**src/rtl/stream_mux_pkg.sv**
```systemverilog
// stream_mux_pkg: constants and helpers shared by stream_mux and its sub-module.
//   MODE_SEL : channel chosen by the external sel input.
//   MODE_RR  : channel chosen by a rotating round-robin search.
//   wrap_inc : idx+1, wrapping to 0 after n-1 (round-robin pointer update).
package stream_mux_pkg;

  localparam int MODE_SEL = 0;
  localparam int MODE_RR  = 1;

  function automatic int wrap_inc(input int idx, input int n);
    return (idx == n - 1) ? 0 : idx + 1;
  endfunction

endpackage

```
**src/rtl/stream_mux_rr_pick.sv**
```systemverilog
// rr_pick: rotating first-valid search.
// Finds the first asserted req bit, scanning ptr, ptr+1, ..., N-1, 0, ..., ptr-1.
// Ports:
//   req   [N-1:0]    in  : request vector (one bit per channel)
//   ptr   [SELW-1:0] in  : channel where the scan starts (always < N)
//   found            out : some request bit is set
//   idx   [SELW-1:0] out : index of the first request found (0 when none)
module rr_pick #(
  parameter int N = 16,
  localparam int SELW = $clog2(N)
) (
  input  logic [N-1:0]    req,
  input  logic [SELW-1:0] ptr,
  output logic            found,
  output logic [SELW-1:0] idx
);

  always_comb begin
    found = 1'b0;
    idx   = '0;
    for (int k = 0; k < N; k++) begin
      int c;
      // ptr < N, so one subtraction is enough to wrap the scan position.
      c = int'(ptr) + k;
      if (c >= N) c = c - N;
      if (!found && req[c]) begin
        found = 1'b1;
        idx   = SELW'(c);
      end
    end
  end

endmodule

```
**src/rtl/stream_mux.sv**
```systemverilog
// stream_mux: N-to-1 stream multiplexer with a single registered output stage.
// Channel choice is either the external sel input (MODE_SEL) or a round-robin
// search starting at an internal pointer (MODE_RR).
//
// Handshake: a beat moves across an interface on a rising edge where valid and
// ready are both 1. A source holding valid keeps it and its data until ready;
// ready may rise and fall freely. Here in_ready is granted to at most one channel
// and only when the output register can load (empty, or emptying this cycle).
//
// Ports:
//   clk                     in  : sole clock, rising edge
//   reset                   in  : synchronous active-high reset
//   in_data   [N*W-1:0]     in  : flattened payloads, channel i at [i*W +: W]
//   in_valid  [N-1:0]       in  : per-channel valid
//   in_ready  [N-1:0]       out : per-channel ready (one-hot or zero)
//   sel       [SELW-1:0]    in  : channel select (MODE_SEL only)
//   out_data  [W-1:0]       out : registered payload
//   out_valid               out : out_data holds a beat
//   out_ready               in  : downstream accepts
//   out_chan  [SELW-1:0]    out : source channel of the held beat
module stream_mux
  import stream_mux_pkg::*;
#(
  parameter int W    = 8,
  parameter int N    = 16,
  parameter int MODE = MODE_SEL,
  localparam int SELW = $clog2(N)
) (
  input  logic              clk,
  input  logic              reset,
  input  logic [N*W-1:0]    in_data,
  input  logic [N-1:0]      in_valid,
  output logic [N-1:0]      in_ready,
  input  logic [SELW-1:0]   sel,
  output logic [W-1:0]      out_data,
  output logic              out_valid,
  input  logic              out_ready,
  output logic [SELW-1:0]   out_chan
);

  logic            load;
  logic            sel_ok;
  logic            rr_found;
  logic [SELW-1:0] rr_idx;
  logic            grant_found;
  logic [SELW-1:0] grant_idx;
  logic            xfer;
  logic [SELW-1:0] ptr;
  logic [SELW-1:0] ptr_next;

  // Output register may take a new beat when empty or being drained this cycle.
  assign load = !out_valid || out_ready;

  // When N is not a power of two, sel can name a channel that does not exist.
  assign sel_ok = (int'(sel) < N);

  generate
    if (MODE == MODE_RR) begin : g_rr
      rr_pick #(.N(N)) u_pick (
        .req   (in_valid),
        .ptr   (ptr),
        .found (rr_found),
        .idx   (rr_idx)
      );
    end else begin : g_sel
      assign rr_found = 1'b0;
      assign rr_idx   = '0;
    end
  endgenerate

  always_comb begin
    grant_found = 1'b0;
    grant_idx   = '0;
    if (MODE == MODE_RR) begin
      grant_found = rr_found;
      grant_idx   = rr_idx;
    end else begin
      grant_found = sel_ok;
      grant_idx   = sel;
    end
  end

  // Ready never looks at in_data; reset blocks every grant.
  always_comb begin
    in_ready = '0;
    if (!reset && load && grant_found) in_ready[grant_idx] = 1'b1;
  end

  assign xfer = |(in_valid & in_ready);

  // Pointer moves just past the channel that was served; it stays put otherwise.
  always_comb begin
    ptr_next = ptr;
    if (xfer) ptr_next = SELW'(wrap_inc(int'(grant_idx), N));
  end

  always_ff @(posedge clk) begin
    if (reset) begin
      out_valid <= 1'b0;
      out_data  <= '0;
      out_chan  <= '0;
      ptr       <= '0;
    end else begin
      if (xfer) begin
        out_valid <= 1'b1;
        out_data  <= in_data[grant_idx*W +: W];
        out_chan  <= grant_idx;
      end else if (out_ready) begin
        out_valid <= 1'b0;
      end
      ptr <= ptr_next;
    end
  end

endmodule

```
**config.mk**
```make
export PLATFORM = sky130hd
export DESIGN_NAME = stream_mux
export DESIGN_NICKNAME = d
export VERILOG_FILES = /design/src/rtl/stream_mux_pkg.sv /design/src/rtl/stream_mux_rr_pick.sv /design/src/rtl/stream_mux.sv
export SDC_FILE = /design/constraint.sdc
export NUM_CORES = 1
export LEC_CHECK = 0
export BUFFER_PORTS_ARGS = -buffer_cell sky130_fd_sc_hd__clkbuf_2
export CAP_MARGIN = 20
export CORE_UTILIZATION = 36
export CTS_CLUSTER_SIZE = 20
export DETAILED_ROUTE_END_ITERATION = 7
export GPL_TIMING_DRIVEN = 0
export PLACE_DENSITY = 0.91
export SYNTH_ARGS = -nofsm -noshare
export SYNTH_HDL_FRONTEND = slang
export SYNTH_SLANG_ARGS = --single-unit
```
**constraint.sdc**
```tcl
create_clock -name clk -period 2.4 [get_ports clk]
set_input_delay 0.36 -clock clk [delete_from_list [all_inputs] [get_ports clk]]
set_output_delay 0.36 -clock clk [all_outputs]
set_load 0.005 [all_outputs]
```
==> impl_metrics.yaml, run 1 <==
status:
  status: "finished, violations left"
  violations: "DRC"
global_routing:
  overflow: 0
  antenna_found_initial: 0
  grt_usage_pct: 28.0
  grt_start_max_net_pins: 11
  grt_pass1_vias: 2285
  grt_pass1_wl_mm: 10.8
timing:
  drv_slew: 0
  fin_skew_ns: 0.00169
  tightest_slew_ns: 0.643
  period_share_pct: 80.1
  hold_viol_final: 0
  finalCriticalPeriod_ns: 1.92
  fmax_mhz: 520
  slew_headroom_pct: 57.0
  rsz0062_at_grt: "no"
  tns_ns: 0
  setup-violations-final: 0
setup_path:
  setup.worst_path.start_class: "flop"
  cp_cell_sequence: "and2b_1 > or4_1 > buf_2 > nor3_1 > clkbuf_2"
  max_stage_delay_ns: 0.38
  critPathRequiredTime_ns: 2.04
  cp-end-kind: "primary output"
  worst-path-buf-inv: 2
  cp_slowest_cell: "or4_1"
  worst_path_dominant_cell_family: "simple AND/OR/NAND/NOR gates"
  crit_fanout: 7
  setup.worst_path.class: "reg2out"
  worstPathArrival_ns: 1.56
  r2r_slack_ns: 0.58
synthesis:
  synth_area_per_cell_um2: 10.3
  yosys.area_share.simple_pct: 14.4
  synth_top_family_by_area: "multiplexers"
  synthMuxAreaShare_pct: 46.8
  synth_fa_ha_area_share_pct: 0
  synth_area_um2: 1730
  ys_warn_count: 0
  synth_compound_area_share_pct: 15.9
  synthCells: 168
  syn_nets: 319
  synthXorXnorAreaFrac_pct: 0
  ys_seq_elements: 13
  synth_cell_types: 29
  yosysSeqAreaShare_pct: 15.0
final_layout:
  nNetsFinal: 501
  layout_common_cells: "178 x clkbuf_2, 36 x mux4_2, 16 x a22oi_1"
  antenna_cells: 0
  finalNonFillerCells: 401
  layout_commonest_cell: "clkbuf_2"
  area_growth_pct: 57.4
  drive_gt1_share_pct: 66.8
floorplan:
  die_area_um2: 5100
  core-area_um2: 4500
  ios: 180
  die_h_um: 71.4
  initial_core_util_pct: 38.5
  rows: 24
  die_w_um: 71.4
route:
  via_per_inst: 5.59
  wire_per_inst_um: 17.5
  drc_errors: 6
  via_count: 2242
  drt_iter0_drc: 125
  dr.pass1.iters: 6
  wl_mm: 7.02
  postRouteAntennaNets: 0
clock_tree:
  cts_tree: "done"
  postCtsHoldBufs: 0
  root_buffer: "clkbuf_8"
  clock-sinks: 13
  cts_resized: 0
  numCtsBuffers: 3
  cts_setup_buffers: 0
  clk_pin_slew_ns: 0.05
  clk_path_buf_depth: 2
  clock_latency_ns: 0.24
  h-tree-depth: 1
power:
  p_switching_uw: 269
  p_comb_share_pct: 49.7
  powerDensity_nw_per_um2: 317
  p_int_uw: 597
  clkPwrFrac_pct: 22.3
  peakVddDrop_mv: 0.131
  leakagePower_uw: 0.00136
  swShare_pct: 31.0
  p_seq_share_pct: 28.0
placed_design:
  finalWeightedCongestion: 0.809
  post-place-cells: 397
  io_buffers: 177
  dpl.hpwl_mm: 5.97
flow_run:
  max_cap_viol_count: 0
min_path:
  min_path_type: "in2reg"
per-stage QoR:
step	setup slack, ns	power (µW)	cell area, µm²	util (%)	hold slack (ns)
finish	0.478	866	2730	60.6	0.361
CTS	0.476	870	2730	60.6	0.362
global placement	0.335	661	2690	59.6	0.453
global route	0.376	924	2730	60.6	0.395
floorplan	0.608	483	1730	-	0.429
detailed placement	0.317	674	2690	59.6	0.458
layout make-up:
| type | instances | area (µm²) |
|---|---|---|
| fill | 389 | 1770 |
| multi-input combinational | 129 | 1340 |
| timing repair buffer | 177 | 886 |
| sequential | 13 | 260 |
| buffer | 20 | 114 |
| tap | 52 | 65.1 |
| clock buffer | 4 | 45.0 |
| inverter | 6 | 22.5 |
registers in the layout (all words and copies together), names as in the netlist:
| name | count |
|---|---|
| out_valid | 1 |
| out_data | 8 |
| out_chan | 4 |
final timing paths:
| check | start | end | cells past startpoint |
|---|---|---|---|
| setup reg to reg | out_valid | out_chan[3] | 7 |
| hold reg to reg | out_chan[0] | out_chan[0] | 2 |
| setup / recovery | out_valid | in_ready[4] | 5 |
| hold / removal | reset | out_valid | 2 |
kinds of logic (layout without fill, tap and decap cells):
logic type / after synthesis / in the layout
compound gates: 42 / 42
buf+inv: 26 / 207
flops: 13 / 13
mux: 36 / 36
simple gates: 51 / 51
power groups by stage:
| stage | Combinational [µW] | Clock [µW] | Sequential, µW |
|---|---|---|---|
| after detailed placement | 428 | 0 | 247 |
| after floorplan | 236 | 0 | 247 |
| after global routing | 468 | 212 | 244 |
| final | 430 | 193 | 243 |
| after CTS | 429 | 198 | 242 |
| after global placement | 415 | 0 | 246 |
routing by layer:
layer | vias to the layer above | routed length (µm) | track usage, %
li1 | 1039 | - | -
met5 | - | 0 | 0
met4 | 0 | 198 | 11.8
met2 | 124 | 3820 | 50.6
met3 | 19 | 462 | 4.64
met1 | 1060 | 2540 | 32.8
cell usage after synthesis:
master / count / area share [%]
o22a_1: 2 / 1.0
a21oi_1: 10 / 2.9
nand2b_1: 3 / 1.1
a31oi_1: 1 / 0.36
nand4_1: 2 / 0.72
nor2b_1: 1 / 0.36
and2b_1: 2 / 0.87
a22oi_1: 16 / 6.9
mux4_2: 36 / 47
inv_1: 4 / 0.87
o21ai_1: 8 / 2.3
nand2_1: 9 / 1.9
nor2_1: 14 / 3.0
nor3_2: 1 / 0.58
o21ai_0: 2 / 0.58
buf_4: 4 / 1.7
buf_2: 6 / 1.7
clkbuf_1: 4 / 0.87
or4_1: 2 / 0.87
nor3_1: 6 / 1.7
dfxtp_1: 13 / 15
inv_2: 2 / 0.43
o22ai_4: 1 / 1.2
buf_6: 2 / 1.3
clkbuf_2: 1 / 0.29
o22ai_1: 2 / 0.72
nand3_1: 10 / 2.9
buf_1: 3 / 0.65
and2_1: 1 / 0.36
Power figures use the tool's default switching activity.
==> inputs of run 2 (changes only) <==
- clock period: 2.4 -> 1.9 ns (I/O delays scaled with it)
==> impl_metrics.yaml, run 2 (same netlist as run 1, synthesis figures left out) <==
final_layout:
  largest_reg_flops: 8
  nNetsFinal: 501
  drive_gt1_share_pct: 67.3
  layout_commonest_cell: "clkbuf_2"
  regMostFlops: "out_data"
  final_util_pct: 60.9
  area_growth_pct: 58.1
  finalNonFillerCells: 401
  largest_registers: "out_data x8, out_chan x4, out_valid x1"
  antenna_cells: 0
  layout_common_cells: "177 x clkbuf_2, 36 x mux4_2, 16 x a22oi_1"
route:
  wl_mm: 7.03
  dr.pass1.iters: 6
  drc_errors: 6
  postRouteAntennaNets: 0
  drt_iter0_drc: 119
  via_count: 2277
  wire_per_inst_um: 17.5
  via_per_inst: 5.68
setup_path:
  r2r_start: "out_valid"
  reg2reg_depth: 7
  endpoint: "in_ready[0]"
  worst_path_dominant_cell_family: "simple AND/OR/NAND/NOR gates"
  cp-end-kind: "primary output"
  critPathRequiredTime_ns: 1.62
  r2r_slack_ns: 0.16
  r2r-end: "out_chan[3]"
  max_stage_delay_ns: 0.38
  crit_start: "out_valid"
  setup.worst_path.start_class: "flop"
  crit_fanout: 7
  cp_slowest_cell: "or4_1"
  worst-path-buf-inv: 2
  worstPathArrival_ns: 1.55
  path_depth: 5
  setup.worst_path.class: "reg2out"
  cp_cell_sequence: "and2b_1 > or4_1 > buf_2 > nor3_1 > clkbuf_2"
floorplan:
  initial_core_util_pct: 38.5
  rows: 24
  die_h_um: 71.4
  die_area_um2: 5100
  ios: 180
  core-area_um2: 4500
  die_w_um: 71.4
clock_tree:
  cts_setup_buffers: 0
  postCtsHoldBufs: 0
  clk_pin_slew_ns: 0.05
  clk_path_buf_depth: 2
  clock-sinks: 13
  cts_tree: "done"
  numCtsBuffers: 3
  root_buffer: "clkbuf_8"
  clock_latency_ns: 0.24
  h-tree-depth: 1
  cts_resized: 0
power:
  leakagePower_uw: 0.00136
  powerDensity_nw_per_um2: 400
  peakVddDrop_mv: 0.166
flow_run:
  max_cap_viol_count: 0
placed_design:
  finalWeightedCongestion: 0.809
  dpl.hpwl_mm: 5.97
  io_buffers: 177
  post-place-cells: 397
  dpl_worst_slack_ns: -0.108
status:
  status: "finished, violations left"
  violations: "DRC"
timing:
  fmax_mhz: 544
  slew_headroom_pct: 56.5
  rsz0062_at_grt: "no"
  setup-violations-final: 0
  fin_skew_ns: 0.00109
  drv_slew: 0
  finalCriticalPeriod_ns: 1.84
  hold_viol_final: 0
  layout_setup_ws_ns: 0.0619
  tns_ns: 0
  tightest_slew_ns: 0.650
  hold_slack_ns: 0.285
  period_share_pct: 96.7
global_routing:
  grt_usage_pct: 28.0
  antenna_found_initial: 0
  grt_pass1_wl_mm: 10.8
  grt_start_max_net_pins: 11
  overflow: 0
  grt_pass1_vias: 2285
min_path:
  min_path_type: "in2reg"
-- run 2: changes by cell type in the layout (fill, tap and decap cells not counted) --
cell / before / now
buf_2: 6 / 7
clkbuf_2: 178 / 177
nor3_1: 6 / 5
nor3_2: 1 / 2
o22ai_1: 2 / 1
o22ai_2: 0 / 1
-- run 2: final cells by class --
| type | instances | area (µm²) |
|---|---|---|
| timing repair buffer | 177 | 886 |
| inverter | 6 | 22.5 |
| sequential | 13 | 260 |
| clock buffer | 4 | 45.0 |
| tap | 52 | 65.1 |
| multi-input combinational | 129 | 1350 |
| fill | 386 | 1760 |
| buffer | 20 | 114 |
-- run 2: worst min path at each step --
stage                            from          end  depth (start not counted)
after detailed placement  out_chan[0]  out_chan[0]                          2
after floorplan                 reset    out_valid                          1
final                           reset    out_valid                          2
after CTS                       reset    out_valid                          2
after global placement    out_chan[1]  out_chan[1]                          2
after global routing            reset    out_valid                          2
-- run 2: where the power goes --
| part | internal, µW | switching (µW) |
|---|---|---|
| registers | 294 | 12.2 |
| clock network | 148 | 95.7 |
| logic | 313 | 232 |
| total | 755 | 340 |
-- run 2: through the flow --
step                cell area, µm²  power, µW
finish                        2740       1100
global route                  2740       1170
CTS                           2730       1100
detailed placement            2690        852
global placement              2690        835
floorplan                     1730        610
-- run 2: per-layer routing --
metal / GRT usage [%] / up-vias / wire length (µm)
met1: 32.8 / 1085 / 2510
met3: 4.64 / 19 / 517
met5: 0 / - / 0
li1: - / 1042 / -
met4: 11.8 / 0 / 198
met2: 50.6 / 131 / 3810
==> inputs of run 3 (changes only) <==
- CORE_AREA: unset -> 2 2 70 72
- CORE_UTILIZATION: 36 -> unset
- DIE_AREA: unset -> 0 0 72 74
- PLACE_DENSITY: 0.91 -> 0.95
- clock period: 1.9 -> 2.2 ns (I/O delays scaled with it)
==> impl_metrics.yaml, run 3 (same netlist as run 1, synthesis figures left out) <==
floorplan:
  core-area_um2: 4600
  initial_core_util_pct: 37.7
  die_w_um: 72
  die_area_um2: 5330
  die_h_um: 74
  rows: 25
  ios: 180
setup_path:
  crit_fanout: 7
  cp-end-kind: "primary output"
  setup.worst_path.start_class: "flop"
  setup.worst_path.class: "reg2out"
  r2r_start: "out_valid"
  max_stage_delay_ns: 0.39
  reg2reg_depth: 7
  worst-path-buf-inv: 2
  path_depth: 5
  worstPathArrival_ns: 1.59
  critPathRequiredTime_ns: 1.87
  worst_path_dominant_cell_family: "simple AND/OR/NAND/NOR gates"
  cp_slowest_cell: "or4_1"
  r2r-end: "out_data[7]"
  cp_cell_sequence: "and2b_1 > or4_1 > buf_2 > nor3_1 > clkbuf_2"
  r2r_slack_ns: 0.40
clock_tree:
  cts_setup_buffers: 0
  clk_path_buf_depth: 2
  clock_latency_ns: 0.24
  root_buffer: "clkbuf_8"
  postCtsHoldBufs: 0
  numCtsBuffers: 3
  clk_pin_slew_ns: 0.05
  cts_tree: "done"
  h-tree-depth: 1
  cts_resized: 0
  clock-sinks: 13
global_routing:
  grt_usage_pct: 26.1
  grt_pass1_wl_mm: 10.6
  grt_pass1_vias: 2311
  antenna_found_initial: 0
  grt_start_max_net_pins: 11
  overflow: 0
route:
  drt_iter0_drc: 139
  via_per_inst: 5.66
  postRouteAntennaNets: 0
  via_count: 2280
  wire_per_inst_um: 18.1
  dr.pass1.iters: 4
  wl_mm: 7.28
  drc_errors: 0
placed_design:
  post-place-cells: 399
  dpl_worst_slack_ns: 0.0859
  dpl.hpwl_mm: 6.17
  io_buffers: 177
  finalWeightedCongestion: 0.758
final_layout:
  largest_reg_flops: 8
  largest_registers: "out_data x8, out_chan x4, out_valid x1"
  area_growth_pct: 57.6
  nNetsFinal: 501
  regMostFlops: "out_data"
  layout_common_cells: "178 x clkbuf_2, 36 x mux4_2, 16 x a22oi_1"
  fill_cells: 415
  layout_commonest_cell: "clkbuf_2"
  final_util_pct: 59.4
  drive_gt1_share_pct: 66.8
  antenna_cells: 0
  finalNonFillerCells: 403
power:
  peakVddDrop_mv: 0.165
  leakagePower_uw: 0.00136
  powerDensity_nw_per_um2: 344
timing:
  drv_slew: 0
  fmax_mhz: 522
  tightest_slew_ns: 0.723
  layout_setup_ws_ns: 0.283
  finalCriticalPeriod_ns: 1.92
  hold_slack_ns: 0.343
  period_share_pct: 87.1
  slew_headroom_pct: 51.6
  setup-violations-final: 0
  hold_viol_final: 0
  rsz0062_at_grt: "no"
  tns_ns: 0
  fin_skew_ns: 0.00347
status:
  status: "finished clean"
min_path:
  worstHoldStart: "reset"
  hold_depth: 2
  min_path_type: "in2reg"
  min_to: "out_valid"
flow_run:
  max_cap_viol_count: 0
-- run 3: per-stage QoR --
step	total power, µW	cell area, µm²
after floorplan	527	1730
after global placement	720	2690
after detailed placement	736	2690
after CTS	942	2730
after global routing	993	2730
final	940	2730
-- run 3: final cells by class --
class	count	area (µm²)	area share (%)
multi-input combinational	129	1340	48.9
tap	54	67.6	2.47
buffer	20	114	4.17
sequential	13	260	9.52
clock buffer	4	45.0	1.65
inverter	6	22.5	0.824
timing repair buffer	177	886	32.4
-- run 3: worst max path at each step --
stage                   start     endpoint  slack, ns
CTS                 out_valid  in_ready[4]       0.29
detailed placement     sel[1]  out_data[7]       0.09
finish              out_valid  in_ready[4]       0.28
global route           sel[1]  out_data[7]       0.20
global placement       sel[1]  out_data[7]       0.15
floorplan              sel[0]  out_data[0]       0.44
-- run 3: power breakdown --
part / switching [µW] / internal (µW) / leakage (µW)
Sequential: 10.7 / 254 / 0.000106
Combinational: 201 / 269 / 0.00123
Clock: 77.5 / 127 / 0.0000228
-- run 3: layer usage --
| layer | GRT usage (%) | vias to the layer above | wire, µm |
|---|---|---|---|
| li1 | - | 1042 | - |
| met1 | 30.1 | 1074 | 2510 |
| met2 | 49.0 | 141 | 4020 |
| met3 | 4.88 | 23 | 623 |
| met4 | 8.81 | 0 | 129 |
| met5 | 0 | - | 0 |
